===== config.mk =====
export PLATFORM = sky130hd
export DESIGN_NAME = nn_f0_conv_ctrl_flat
export DESIGN_NICKNAME = d
export VERILOG_FILES = /design/src/rtl/nn_f0_pkg.sv /design/src/rtl/nn_f0_conv_ctrl_if.sv /design/src/rtl/nn_f0_mac3x3.sv /design/src/rtl/nn_f0_conv_ctrl.sv /design/src/flat_wrapper.sv
export SDC_FILE = /design/constraint.sdc
export NUM_CORES = 1
export LEC_CHECK = 0
export BUFFER_PORTS_ARGS = -buffer_cell sky130_fd_sc_hd__buf_2
export CORE_ASPECT_RATIO = 0.6
export CORE_MARGIN = 5
export CORE_UTILIZATION = 30
export CTS_CLUSTER_DIAMETER = 120
export DETAILED_ROUTE_END_ITERATION = 12
export PLACE_DENSITY_LB_ADDON = 0.3
export SLEW_MARGIN = 15
export SYNTH_ARGS = -nofsm -noshare
export SYNTH_HDL_FRONTEND = slang
export SYNTH_HIERARCHICAL = 1
export SYNTH_SLANG_ARGS = --single-unit

===== constraint.sdc =====
create_clock -name clk -period 20.8 [get_ports clk]
set_input_delay 2.08 -clock clk [delete_from_list [all_inputs] [get_ports clk]]
set_output_delay 2.08 -clock clk [all_outputs]
set_load 0.005 [all_outputs]

===== src/rtl/nn_f0_pkg.sv =====
// Shared sizes, FSM encoding and bit-index helpers for the nn_f0 first conv layer.
package nn_f0_pkg;

  localparam int IMG_W = 12;
  localparam int K     = 3;
  localparam int NFILT = 4;
  localparam int PIX_W = 2;
  localparam int ACC_W = 8;

  localparam int OUT_W  = IMG_W - K + 1;
  localparam int WIN_W  = K * K * PIX_W;
  localparam int MAP_W  = IMG_W * IMG_W * PIX_W;
  localparam int BANK_W = NFILT * WIN_W;

  localparam int FILT_BITS  = $clog2(NFILT);
  localparam int COORD_BITS = $clog2(OUT_W);
  localparam int MAP_IDX_W  = $clog2(MAP_W);
  localparam int BANK_IDX_W = $clog2(BANK_W);

  typedef enum logic [1:0] {IDLE, RUN, DRAIN, DONE} state_t;

  function automatic int pix_idx(int r, int c);
    return PIX_W * (IMG_W * r + c);
  endfunction

  function automatic int tap_idx(int i, int j);
    return PIX_W * (K * i + j);
  endfunction

endpackage


===== src/rtl/nn_f0_conv_ctrl_if.sv =====
// Result stream from the conv sequencer to the pooling/activation stage.
interface nn_f0_conv_ctrl_if;
  import nn_f0_pkg::*;

  logic                  out_valid;
  logic                  out_ready;
  logic [FILT_BITS-1:0]  out_filt;
  logic [COORD_BITS-1:0] out_row;
  logic [COORD_BITS-1:0] out_col;
  logic [ACC_W-1:0]      out_pix;

  modport master (output out_valid, out_filt, out_row, out_col, out_pix, input out_ready);
  modport slave  (input out_valid, out_filt, out_row, out_col, out_pix, output out_ready);
endinterface


===== src/rtl/nn_f0_mac3x3.sv =====
// Combinational 3x3 unsigned multiply-accumulate over one window and one filter.
module nn_f0_mac3x3 import nn_f0_pkg::*; (
  input  logic [WIN_W-1:0] win,
  input  logic [WIN_W-1:0] wts,
  output logic [ACC_W-1:0] sum
);

  logic [2*PIX_W-1:0] prod [K*K];

  // NOTE: every always_comb output gets a default first so no path can infer a latch.
  always_comb begin
    sum = '0;
    for (int t = 0; t < K*K; t++) begin
      prod[t] = (2*PIX_W)'(win[t*PIX_W +: PIX_W]) * (2*PIX_W)'(wts[t*PIX_W +: PIX_W]);
      sum     = sum + ACC_W'(prod[t]);
    end
  end

endmodule


===== src/rtl/nn_f0_conv_ctrl.sv =====
// Time-multiplexed conv sequencer: latches map and filters, scans every
// (filter,row,col) window through one shared MAC and streams results out.
module nn_f0_conv_ctrl import nn_f0_pkg::*; (
  input  logic               clk,
  input  logic               rst_n,
  input  logic               start,
  input  logic [MAP_W-1:0]   in_map,
  input  logic [BANK_W-1:0]  filter_bank,
  output logic               busy,
  output logic               done,
  nn_f0_conv_ctrl_if.master  res
);

  localparam logic [FILT_BITS-1:0]  LAST_FILT  = FILT_BITS'(NFILT - 1);
  localparam logic [COORD_BITS-1:0] LAST_COORD = COORD_BITS'(OUT_W - 1);

  state_t state_q, state_d;

  logic [MAP_W-1:0]      map_q;
  logic [BANK_W-1:0]     bank_q;
  logic [FILT_BITS-1:0]  filt_q;
  logic [COORD_BITS-1:0] row_q, col_q;

  logic                  valid_q;
  logic [FILT_BITS-1:0]  ofilt_q;
  logic [COORD_BITS-1:0] orow_q, ocol_q;
  logic [ACC_W-1:0]      opix_q;

  logic             load, issue, accept, last_win;
  logic [WIN_W-1:0] win, wts;
  logic [ACC_W-1:0] mac_sum;

  assign accept   = valid_q && res.out_ready;
  assign last_win = (filt_q == LAST_FILT) && (row_q == LAST_COORD) && (col_q == LAST_COORD);

  always_comb begin
    win = '0;
    for (int i = 0; i < K; i++) begin
      for (int j = 0; j < K; j++) begin
        win[tap_idx(i, j) +: PIX_W] =
          map_q[MAP_IDX_W'(pix_idx(int'(row_q) + i, int'(col_q) + j)) +: PIX_W];
      end
    end
  end

  assign wts = bank_q[BANK_IDX_W'(int'(filt_q) * WIN_W) +: WIN_W];

  nn_f0_mac3x3 u_mac (
    .win (win),
    .wts (wts),
    .sum (mac_sum)
  );

  // NOTE: sequential state uses non-blocking assignments so every register samples pre-edge values.
  always_ff @(posedge clk or negedge rst_n) begin
    if (!rst_n) state_q <= IDLE;
    else        state_q <= state_d;
  end

  always_comb begin
    state_d = state_q;
    load    = 1'b0;
    issue   = 1'b0;
    busy    = 1'b0;
    done    = 1'b0;
    case (state_q)
      IDLE:  if (start) begin
               state_d = RUN;
               load    = 1'b1;
             end
      RUN: begin
        busy = 1'b1;
        // A window issues only into an empty register or one draining this cycle.
        if (!valid_q || res.out_ready) begin
          issue = 1'b1;
          if (last_win) state_d = DRAIN;
        end
      end
      DRAIN: begin
        busy = 1'b1;
        if (accept) state_d = DONE;
      end
      DONE: begin
        done    = 1'b1;
        state_d = IDLE;
      end
      default: state_d = IDLE;
    endcase
  end

  // NOTE: the latched map/filter registers are reset too, so no X ever reaches the MAC or outputs.
  always_ff @(posedge clk or negedge rst_n) begin
    if (!rst_n) begin
      map_q   <= '0;
      bank_q  <= '0;
      filt_q  <= '0;
      row_q   <= '0;
      col_q   <= '0;
      valid_q <= 1'b0;
      ofilt_q <= '0;
      orow_q  <= '0;
      ocol_q  <= '0;
      opix_q  <= '0;
    end else begin
      if (load) begin
        map_q  <= in_map;
        bank_q <= filter_bank;
        filt_q <= '0;
        row_q  <= '0;
        col_q  <= '0;
      end
      if (issue) begin
        valid_q <= 1'b1;
        ofilt_q <= filt_q;
        orow_q  <= row_q;
        ocol_q  <= col_q;
        opix_q  <= mac_sum;
        if (col_q == LAST_COORD) begin
          col_q <= '0;
          if (row_q == LAST_COORD) begin
            row_q  <= '0;
            filt_q <= filt_q + FILT_BITS'(1);
          end else begin
            row_q <= row_q + COORD_BITS'(1);
          end
        end else begin
          col_q <= col_q + COORD_BITS'(1);
        end
      end else if (accept) begin
        valid_q <= 1'b0;
      end
    end
  end

  assign res.out_valid = valid_q;
  assign res.out_filt  = ofilt_q;
  assign res.out_row   = orow_q;
  assign res.out_col   = ocol_q;
  assign res.out_pix   = opix_q;

endmodule

===== src/flat_wrapper.sv =====
// flat-port wrapper written by rule: the top's interface ports become plain ports
module nn_f0_conv_ctrl_flat import nn_f0_pkg::*;
  (clk, rst_n, start, in_map, filter_bank, busy, done, res_out_valid, res_out_filt, res_out_row, res_out_col, res_out_pix, res_out_ready);
  nn_f0_conv_ctrl_if res_i ();
  input  logic clk;
  input  logic rst_n;
  input  logic start;
  input  logic [MAP_W-1:0] in_map;
  input  logic [BANK_W-1:0] filter_bank;
  output logic busy;
  output logic done;
  output wire logic [$bits(res_i.out_valid)-1:0] res_out_valid;
  output wire logic [$bits(res_i.out_filt)-1:0] res_out_filt;
  output wire logic [$bits(res_i.out_row)-1:0] res_out_row;
  output wire logic [$bits(res_i.out_col)-1:0] res_out_col;
  output wire logic [$bits(res_i.out_pix)-1:0] res_out_pix;
  input wire logic [$bits(res_i.out_ready)-1:0] res_out_ready;
  assign res_out_valid = res_i.out_valid;
  assign res_out_filt = res_i.out_filt;
  assign res_out_row = res_i.out_row;
  assign res_out_col = res_i.out_col;
  assign res_out_pix = res_i.out_pix;
  assign res_i.out_ready = res_out_ready;
  nn_f0_conv_ctrl u_core (.clk(clk), .rst_n(rst_n), .start(start), .in_map(in_map), .filter_bank(filter_bank), .busy(busy), .done(done), .res(res_i));
endmodule

# Word level (Yosys, flattened, before mapping)
# Cells that the tools add are included.
dict set report totals {
  ff_bits 391
  in_bits 364
  output_inout_bits 21
  word_cells 102
}
dict set report op_classes {
  n_addsub 24
  multipliers 13
  eq_ne 10
  n_shift 10
  n_mux 24
  n_reduce_logical 10
}
# operator n
set ops {}
lappend ops {{$shiftx 288x9->2} 9}
lappend ops {{$shiftx 72x7->18} 1}
lappend ops {{$add 8x8->8} 6}
lappend ops {{$add 8x4->8} 5}
lappend ops {{$mul 2x2->4} 9}
lappend ops {{$mul 3x32->6 const A} 1}
lappend ops {{$mux 4} 7}
lappend ops {{$add 8x5->8} 2}
lappend ops {{$mux 2} 8}
lappend ops {{$add 4x1->5 const B} 2}
lappend ops {{$add 4x2->5 const B} 2}
lappend ops {{$add 4x1->4 const B} 2}
lappend ops {{$add 7x4->8} 1}
lappend ops {{$eq 4x4->1 const B} 2}
lappend ops {{$mux 1} 8}
lappend ops {{$pmux 2 s4} 1}
lappend ops {{$add 6x4->7} 1}
lappend ops {{$add 5x4->6} 1}
lappend ops {{$eq 2x2->1 const B} 3}
lappend ops {{$mul 2x4->6 const A} 1}
lappend ops {{$mul 2x4->6 const B} 1}
lappend ops {{$mul 2x5->6 const A} 1}
lappend ops {{$ne 2x1->1 const B} 3}
lappend ops {{$add 4x4->5} 1}
lappend ops {{10 further kinds} 13}

# Longest topological paths before layout
# Gate-level depths: netlist of the first run.
dict set report depth {
  ltp_word 12
  depth_mapped 36
  depth_no_buf 32
}

# By module
# Netlist of the first run, hierarchy kept.
# mod n_inst cells_per_inst area_per_inst_um2 seq_area_each_um2
set by_module_without_submodules {}
lappend by_module_without_submodules {nn_f0_conv_ctrl 1 1892 29070.4 8983.6}
lappend by_module_without_submodules {nn_f0_mac3x3 1 140 1257.5 0.0}

# Worst setup path after synthesis of the first run
# OpenSTA, ideal clock, no wires.
dict set report synth_path {
  path_type {reg2reg}
  startpoint {register u_core.col_q[0]}
  endpoint {register u_core.opix_q[6], in the netlist u_core/res.out_pix[6]}
  setup_time_ns 0.125
  t_arrival_ns 8.996
  required_time_ns 20.675
  setup_slack_ns 11.679
  stages_incl_launch_ff 31
  n_path_buf 5
  synth_period_minus_slack_ns 9.121
  path_cell_list {dfrtp_1 buf_2 buf_4 buf_4 buf_2 buf_1 nand2_1 xnor2_1 fa_1 xor2_1 mux4_2 mux2_2 o31ai_1 nand2_1 fa_1 fa_1 fa_1 inv_1 ha_1 inv_1 fa_1 inv_1 fa_1 fa_1 fa_1 ha_1 fa_1 a21o_1 a21oi_2 xnor2_1 mux2_2}
}
dict set report synth_between {
  elab_chain_len 12
  elab_cells_between_ends 37
  classes_between {19 x add/sub; 9 x mul; 9 x shift}
}
# item line
set synth_lines {}
lappend synth_lines {{start, declared} nn_f0_conv_ctrl.sv:22} ;# logic [COORD_BITS-1:0] row_q, col_q;
lappend synth_lines {{start signal, assigned} nn_f0_conv_ctrl.sv:127} ;# col_q <= col_q + COORD_BITS'(1);
lappend synth_lines {{$add 4x1->5} nn_f0_conv_ctrl.sv:41} ;# map_q[MAP_IDX_W'(pix_idx(int'(row_q) + i, int'(col_q) + j)) +: PIX_W];
lappend synth_lines {{$add 8x8->8} nn_f0_pkg.sv:23} ;# return PIX_W * (IMG_W * r + c);
lappend synth_lines {{$shiftx 288x9->2} nn_f0_conv_ctrl.sv:41}
lappend synth_lines {{via u_core.win[3]} nn_f0_conv_ctrl.sv:30} ;# logic [WIN_W-1:0] win, wts;
lappend synth_lines {{$mul 2x2->4} nn_f0_mac3x3.sv:14} ;# prod[t] = (2*PIX_W)'(win[t*PIX_W +: PIX_W]) * (2*PIX_W)'(wts[t*PIX_W +: PIX_W]);
lappend synth_lines {{$add 4x4->5} nn_f0_mac3x3.sv:15} ;# sum = sum + ACC_W'(prod[t]);
lappend synth_lines {{$add 5x4->6} nn_f0_mac3x3.sv:15}
lappend synth_lines {{$add 6x4->7} nn_f0_mac3x3.sv:15}
lappend synth_lines {{$add 7x4->8} nn_f0_mac3x3.sv:15}
lappend synth_lines {{$add 8x4->8 (4 in series)} nn_f0_mac3x3.sv:15}
lappend synth_lines {{via u_core.mac_sum[6]} nn_f0_conv_ctrl.sv:31} ;# logic [ACC_W-1:0] mac_sum;
lappend synth_lines {{end signal, assigned} nn_f0_conv_ctrl.sv:117} ;# opix_q <= mac_sum;
lappend synth_lines {{end, declared} nn_f0_conv_ctrl.sv:27} ;# logic [ACC_W-1:0] opix_q;
# The timed path passes the listed nets, and every way through them passes these cells.
# A chain may end at the register's enable or synchronous reset.

# Worst setup path in the final report of the first run
dict set report layout_path {
  startpoint {register u_core.col_q[1]}
  endpoint {register u_core.opix_q[6], in the netlist u_core/res.out_pix[6]}
}
# Same word-level chain as after synthesis.

==> results of run 1 <==
==> worst paths after layout <==
path | endpoint | slack (ns) | cells after the start
min | u_core/res.out_row[1] | 0.48 | 2
max | u_core/res.out_pix[6] | 10.01 | 27
max in group asynchronous | u_core/map_q[60] | 16.28 | 4
min in group asynchronous | u_core/map_q[160] | 1.54 | 1
min reg2reg | u_core/res.out_row[1] | 0.48 | 2
max reg2reg | u_core/res.out_pix[6] | 10.01 | 27
==> worst reg2reg max path: cells and delay by family (launching register included) <==
kind	cells	cell delay, ns
adder cells (fa/ha/maj)	11	5.06
buffers and inverters	6	2.01
multiplexers	5	1.66
AO/OA/AOI/OAI	3	0.94
flip-flops	1	0.78
AND/OR/NAND/NOR	1	0.17
XOR/XNOR	1	0.07
==> metal layers <==
| metal | up-vias | part of all wire |
|---|---|---|
| met5 | - | 0.0020 |
| met4 | 4 | 0.016 |
| met3 | 107 | 0.13 |
| met2 | 1196 | 0.42 |
| met1 | 11600 | 0.43 |
| li1 | 8786 | - |
==> sequential cells by signal, indices dropped and copies added (netlist names) <==
| register | cells |
|---|---|
| u_core/res.out_filt | 2 |
| u_core/row_q | 4 |
| u_core/bank_q | 72 |
| u_core/res.out_pix | 8 |
| u_core/col_q | 4 |
| u_core/res.out_col | 4 |
| u_core/filt_q | 2 |
| u_core/state_q | 2 |
| u_core/res.out_valid | 1 |
| u_core/map_q | 256 |
| u_core/res.out_row | 4 |
==> cell type report <==
| cell class | count | area, sq um |
|---|---|---|
| clock inverter | 17 | 308 |
| inverter | 62 | 234 |
| timing repair buffer | 384 | 2010 |
| tap | 1334 | 1670 |
| sequential | 359 | 8990 |
| multi-input combinational | 1451 | 20400 |
| clock buffer | 51 | 1090 |
| fill | 9673 | 65700 |
| antenna | 4 | 10.0 |
==> per-stage QoR <==
stage                     hold WS [ns]  cells  area (sq um)   util  worst slack [ns]
after floorplan                  0.473   2032         30300      -             11.68
after global placement           0.474   3590         33300  0.332             10.19
after detailed placement         0.475   3590         33300  0.332              9.99
after CTS                        0.489   3658         34700  0.346              9.99
after global routing             0.510   3660         34700  0.346              9.51
final                            0.478   3662         34700  0.346             10.01
==> layout by cell type, fill, tap and decap left out, types with 6 or more instances in the layout <==
| cell type | count |
|---|---|
| buf_2 | 351 |
| nor2b_1 | 6 |
| o21ai_0 | 19 |
| ha_1 | 65 |
| and2_1 | 27 |
| a211oi_1 | 7 |
| nand2_1 | 73 |
| nor3_1 | 8 |
| buf_4 | 32 |
| mux2_2 | 353 |
| a21o_1 | 13 |
| inv_1 | 59 |
| xor2_1 | 18 |
| nand3_1 | 19 |
| or3_1 | 8 |
| o22ai_1 | 8 |
| bufinv_16 | 7 |
| a21oi_1 | 28 |
| mux4_2 | 481 |
| nor2_1 | 20 |
| clkbuf_1 | 6 |
| fa_1 | 36 |
| mux2i_1 | 160 |
| dfrtp_1 | 357 |
| clkbuf_16 | 40 |
| xnor2_1 | 19 |
==> kinds of logic after synthesis <==
kind of cell | after synthesis
adder cells (fa/ha/maj) | 106
buffers and inverters | 222
flip-flops | 359
AO/OA/AOI/OAI | 111
XOR/XNOR | 53
multiplexers | 994
AND/OR/NAND/NOR | 187
==> results_dict.tcl, run 1 <==
set metrics [dict create \
    status "completed" \
    synthXorXnorAreaFrac 0.0206 \
    synth_compound_area_frac 0.0248 \
    clk_latency_ns 0.59 \
    dr.pass1.iters 5 \
    ys_seq_area_frac 0.296 \
    cp-startpoint "u_core/col_q[1]" \
    dp_hpwl_um 81500 \
    avgRoutedWirePerCell_um 28.9 \
    hold_viol_final 0 \
    antenna_found_initial 8 \
    core_area_sq_um 100000 \
    grt.busiest_layer "met1" \
    cp_top_family "adder cells" \
    synth_area_leaders "mux4_2, dfrtp_1, mux2_2" \
    viasPerCell 5.92 \
    synth_top_family_by_area "multiplexers" \
    crit_required_ns 21.26 \
    tritoncts "done" \
    die_h_um 256 \
    clock-sinks 359 \
    start_kind "flip-flop" \
    ys_ff_latch 359 \
    critPathMaxFanout 53 \
    die_w_um 420 \
    cap_violations 0 \
    synth.most_common_cell "mux4_2" \
    rsz0062_at_grt "no" \
    globalRouteMet1Util 0.279 \
    num_vias 21700 \
    remaining_drc_errors 0 \
    syn_to_final_growth_pct 14.5 \
    muxShareOfSynthArea 0.541 \
    hp-class "reg2reg" \
    path_buf_inv 6 \
    setup_viol 0 \
    layout-drive-gt1-share 0.564 \
    track_usage 0.194 \
    cpMostUsedCell "fa_1" \
    tightest_slew_ns 1.20 \
    ys_warn_count 6 \
    grt.met3_usage 0.0851 \
    async_reset_ff_frac 1.00 \
    ant_nets 0 \
    max_stage_delay_ns 0.78 \
    numPortBuffers 352 \
    post-cts-setup-buffers 0 \
    ctsHoldBuffers 0 \
    gp_congestion 0.942 \
    numCtsBuffers 40 \
    drtIter0Drc 2066 \
    die-area_sq_um 108000 \
    synthTopCellsByCount "mux4_2, dfrtp_1, mux2_2" \
    avgSynthCellArea_sq_um 14.9 \
    cts-resized-gates 0 \
    final_nets 2768 \
    synth_top_area_share 0.357 \
    synth_fa_ha_area_frac 0.0526 \
    grt_pass1_wl_um 156000 \
    slew_headroom 0.201 \
    drv_slew 0 \
    arrival_ns 11.24 \
    drt-total-wl_um 106000 \
    r2r-start "u_core/col_q[1]" \
    clk_pin_slew_worst_paths_ns 0.06 \
    syn_area_sq_um 30300 \
    tns_ns 0 \
    start_util 0.302 \
    grt_start_max_net_pins 102 \
    period_share 0.519 \
    rows 90 \
    fmax_mhz 92.7 \
    crit_type "reg2reg" \
    min_period_ns 10.79 \
    pin_count 385 \
    clock-root-buffer "clkbuf_16" \
    min_from "u_core/res.out_row[1]" \
    grt_overflow 0 \
    critPathCaptureType "flip-flop" \
    synth.distinct_cells 65 \
    gr-usage-met2 0.272 \
    grt_pass1_vias 22300 \
    synthSimpleGateAreaFrac 0.0307 \
    htree_num_levels 2 \
    crit_slowest_cell "dfrtp_4" \
    yosysTopAreaCell "mux4_2" \
    clock_path_buffers 3 \
    skew_ns 0.0273 \
    syn_inst 2032 \
    synth_nets 2502 \
    ys.flop_type "dfrtp_1" \
    synth_edf_count 0 \
]
Power of run 1 is not shown: default switching activity piles up to over one toggle a cycle in this logic, so the estimate is an artifact.
==> inputs of run 2 (changes only) <==
Clock period 20.8 ns to 8.8 ns, I/O delays scaled along.
==> results_dict.tcl, run 2 (synthesis results as in run 1) <==
set metrics [dict create \
    clock-root-buffer "clkbuf_16" \
    drt-total-wl_um 107000 \
    layout_common_cells "mux4_2, dfrtp_1, mux2_2, buf_2, mux2i_1" \
    place_inst 3709 \
    htree_num_levels 2 \
    ctsHoldBuffers 0 \
    min_period_ns 8.60 \
    clk_latency_ns 0.59 \
    antenna_found_initial 10 \
    fmax_mhz 116 \
    hp-class "in2async" \
    arrival_ns 9.08 \
    max_stage_delay_ns 0.78 \
    track_usage 0.195 \
    dr.pass1.iters 6 \
    layout-drive-gt1-share 0.597 \
    multi_input_area_sq_um 20500 \
    start_util 0.302 \
    rows 90 \
    clock_path_buffers 3 \
    syn_to_final_growth_pct 19.2 \
    numCtsBuffers 41 \
    slew_headroom 0.268 \
    grt_start_max_net_pins 179 \
    core_area_sq_um 100000 \
    stdcell_count 3791 \
    drv_slew 0 \
    setup_viol 0 \
    viasPerCell 5.85 \
    remaining_drc_errors 0 \
    pin_count 385 \
    final_nets 2890 \
    grt_overflow 0 \
    nFillCells 9604 \
    die_h_um 256 \
    cap_violations 0 \
    final_common_cell "mux4_2" \
    cpMostUsedCell "fa_1" \
    crit_required_ns 9.28 \
    period_share 0.978 \
    critPathMaxFanout 20 \
    critPathCaptureType "flip-flop" \
    ant_nets 0 \
    clk_pin_slew_worst_paths_ns 0.07 \
    clock-sinks 359 \
    start_kind "flip-flop" \
    dp_hpwl_um 84500 \
    crit_slowest_cell "mux2i_1" \
    crit_type "reg2reg" \
    largest_register_ffs 256 \
    die-area_sq_um 108000 \
    tritoncts "done" \
    hold_viol_final 0 \
    avgRoutedWirePerCell_um 28.3 \
    rsz0062_at_grt "no" \
    die_w_um 420 \
    tightest_slew_ns 1.10 \
    register_area_sq_um 8990 \
    gp_congestion 0.948 \
    numPortBuffers 352 \
    drtIter0Drc 2409 \
    skew_ns 0.0232 \
    status "completed" \
    grt_pass1_vias 22500 \
    grt_pass1_wl_um 157000 \
    num_vias 22200 \
    regMostFlops "u_core/map_q" \
]
[run 2: changes by cell type in the layout (fill, tap and decap cells not counted), sizes merged]
| cell | delta |
|---|---|
| clkbuf | +2 |
| diode | +1 |
| clkinvlp | +1 |
| inv | +1 |
| buf | +121 |
| clkinv | +3 |
[run 2: critical path, delay by kind of cell (launching register included)]
family | cells | cell delay (ns)
xor+xnor | 1 | 0.08
simple gates | 2 | 0.30
mux | 6 | 1.96
compound gates | 2 | 0.34
buf+inv | 5 | 0.39
fa+ha+maj | 12 | 4.88
flops | 1 | 0.51
[run 2: final cells by class]
class | instances | share of cell area
Clock inverter | 22 | 0.00942
Inverter | 62 | 0.00647
Clock buffer | 53 | 0.0316
Timing Repair Buffer | 505 | 0.0889
Antenna cell | 5 | 0.000346
Multi-Input combinational cell | 1451 | 0.568
Sequential cell | 359 | 0.249
Tap cell | 1334 | 0.0462
[run 2: through the flow]
step / setup WS [ns] / utilization / hold slack (ns) / cell area (sq um) / setup TNS, ns
after floorplan: 0.0207 / - / 0.473 / 30400 / 0
final: 0.197 / 0.360 / 0.310 / 36100 / 0
after detailed placement: -0.0513 / 0.343 / 0.472 / 34500 / -0.0513
after CTS: 0.00441 / 0.358 / 0.319 / 36000 / 0
after global placement: -0.0328 / 0.343 / 0.473 / 34500 / -0.0328
after global routing: 0.0265 / 0.360 / 0.357 / 36100 / 0
[run 2: path summary, 6_finish.rpt]
path / from / end / slack [ns] / depth (start not counted)
max reg2reg: u_core/col_q[1] / u_core/res.out_pix[6] / 0.20 / 28
min reg2reg: u_core/res.out_row[1] / u_core/res.out_row[1] / 0.48 / 2
min in group clk: u_core/res.out_row[1] / u_core/res.out_row[1] / 0.48 / 2
max in group asynchronous: rst_n / u_core/bank_q[55] / 6.60 / 3
min: rst_n / u_core/map_q[168] / 0.31 / 1
max: u_core/col_q[1] / u_core/res.out_pix[6] / 0.20 / 28
[run 2: repair_timing]
item / in CTS / in global routing
pin swaps: 1 / 7
gates resized for setup: 5 / 22
setup buffers: 0 / 2
setup endpoints to repair: 1 / 2
[run 2: layer usage]
| layer | wire [um] | vias to the layer above | global-route usage |
|---|---|---|---|
| met1 | 47900 | 11800 | 0.301 |
| met4 | 1310 | 0 | 0.0263 |
| met3 | 12400 | 81 | 0.0592 |
| met2 | 45600 | 1240 | 0.275 |
| met5 | 0 | - | 0 |
| li1 | - | 9029 | - |
Power of run 2 is left out for the same reason.
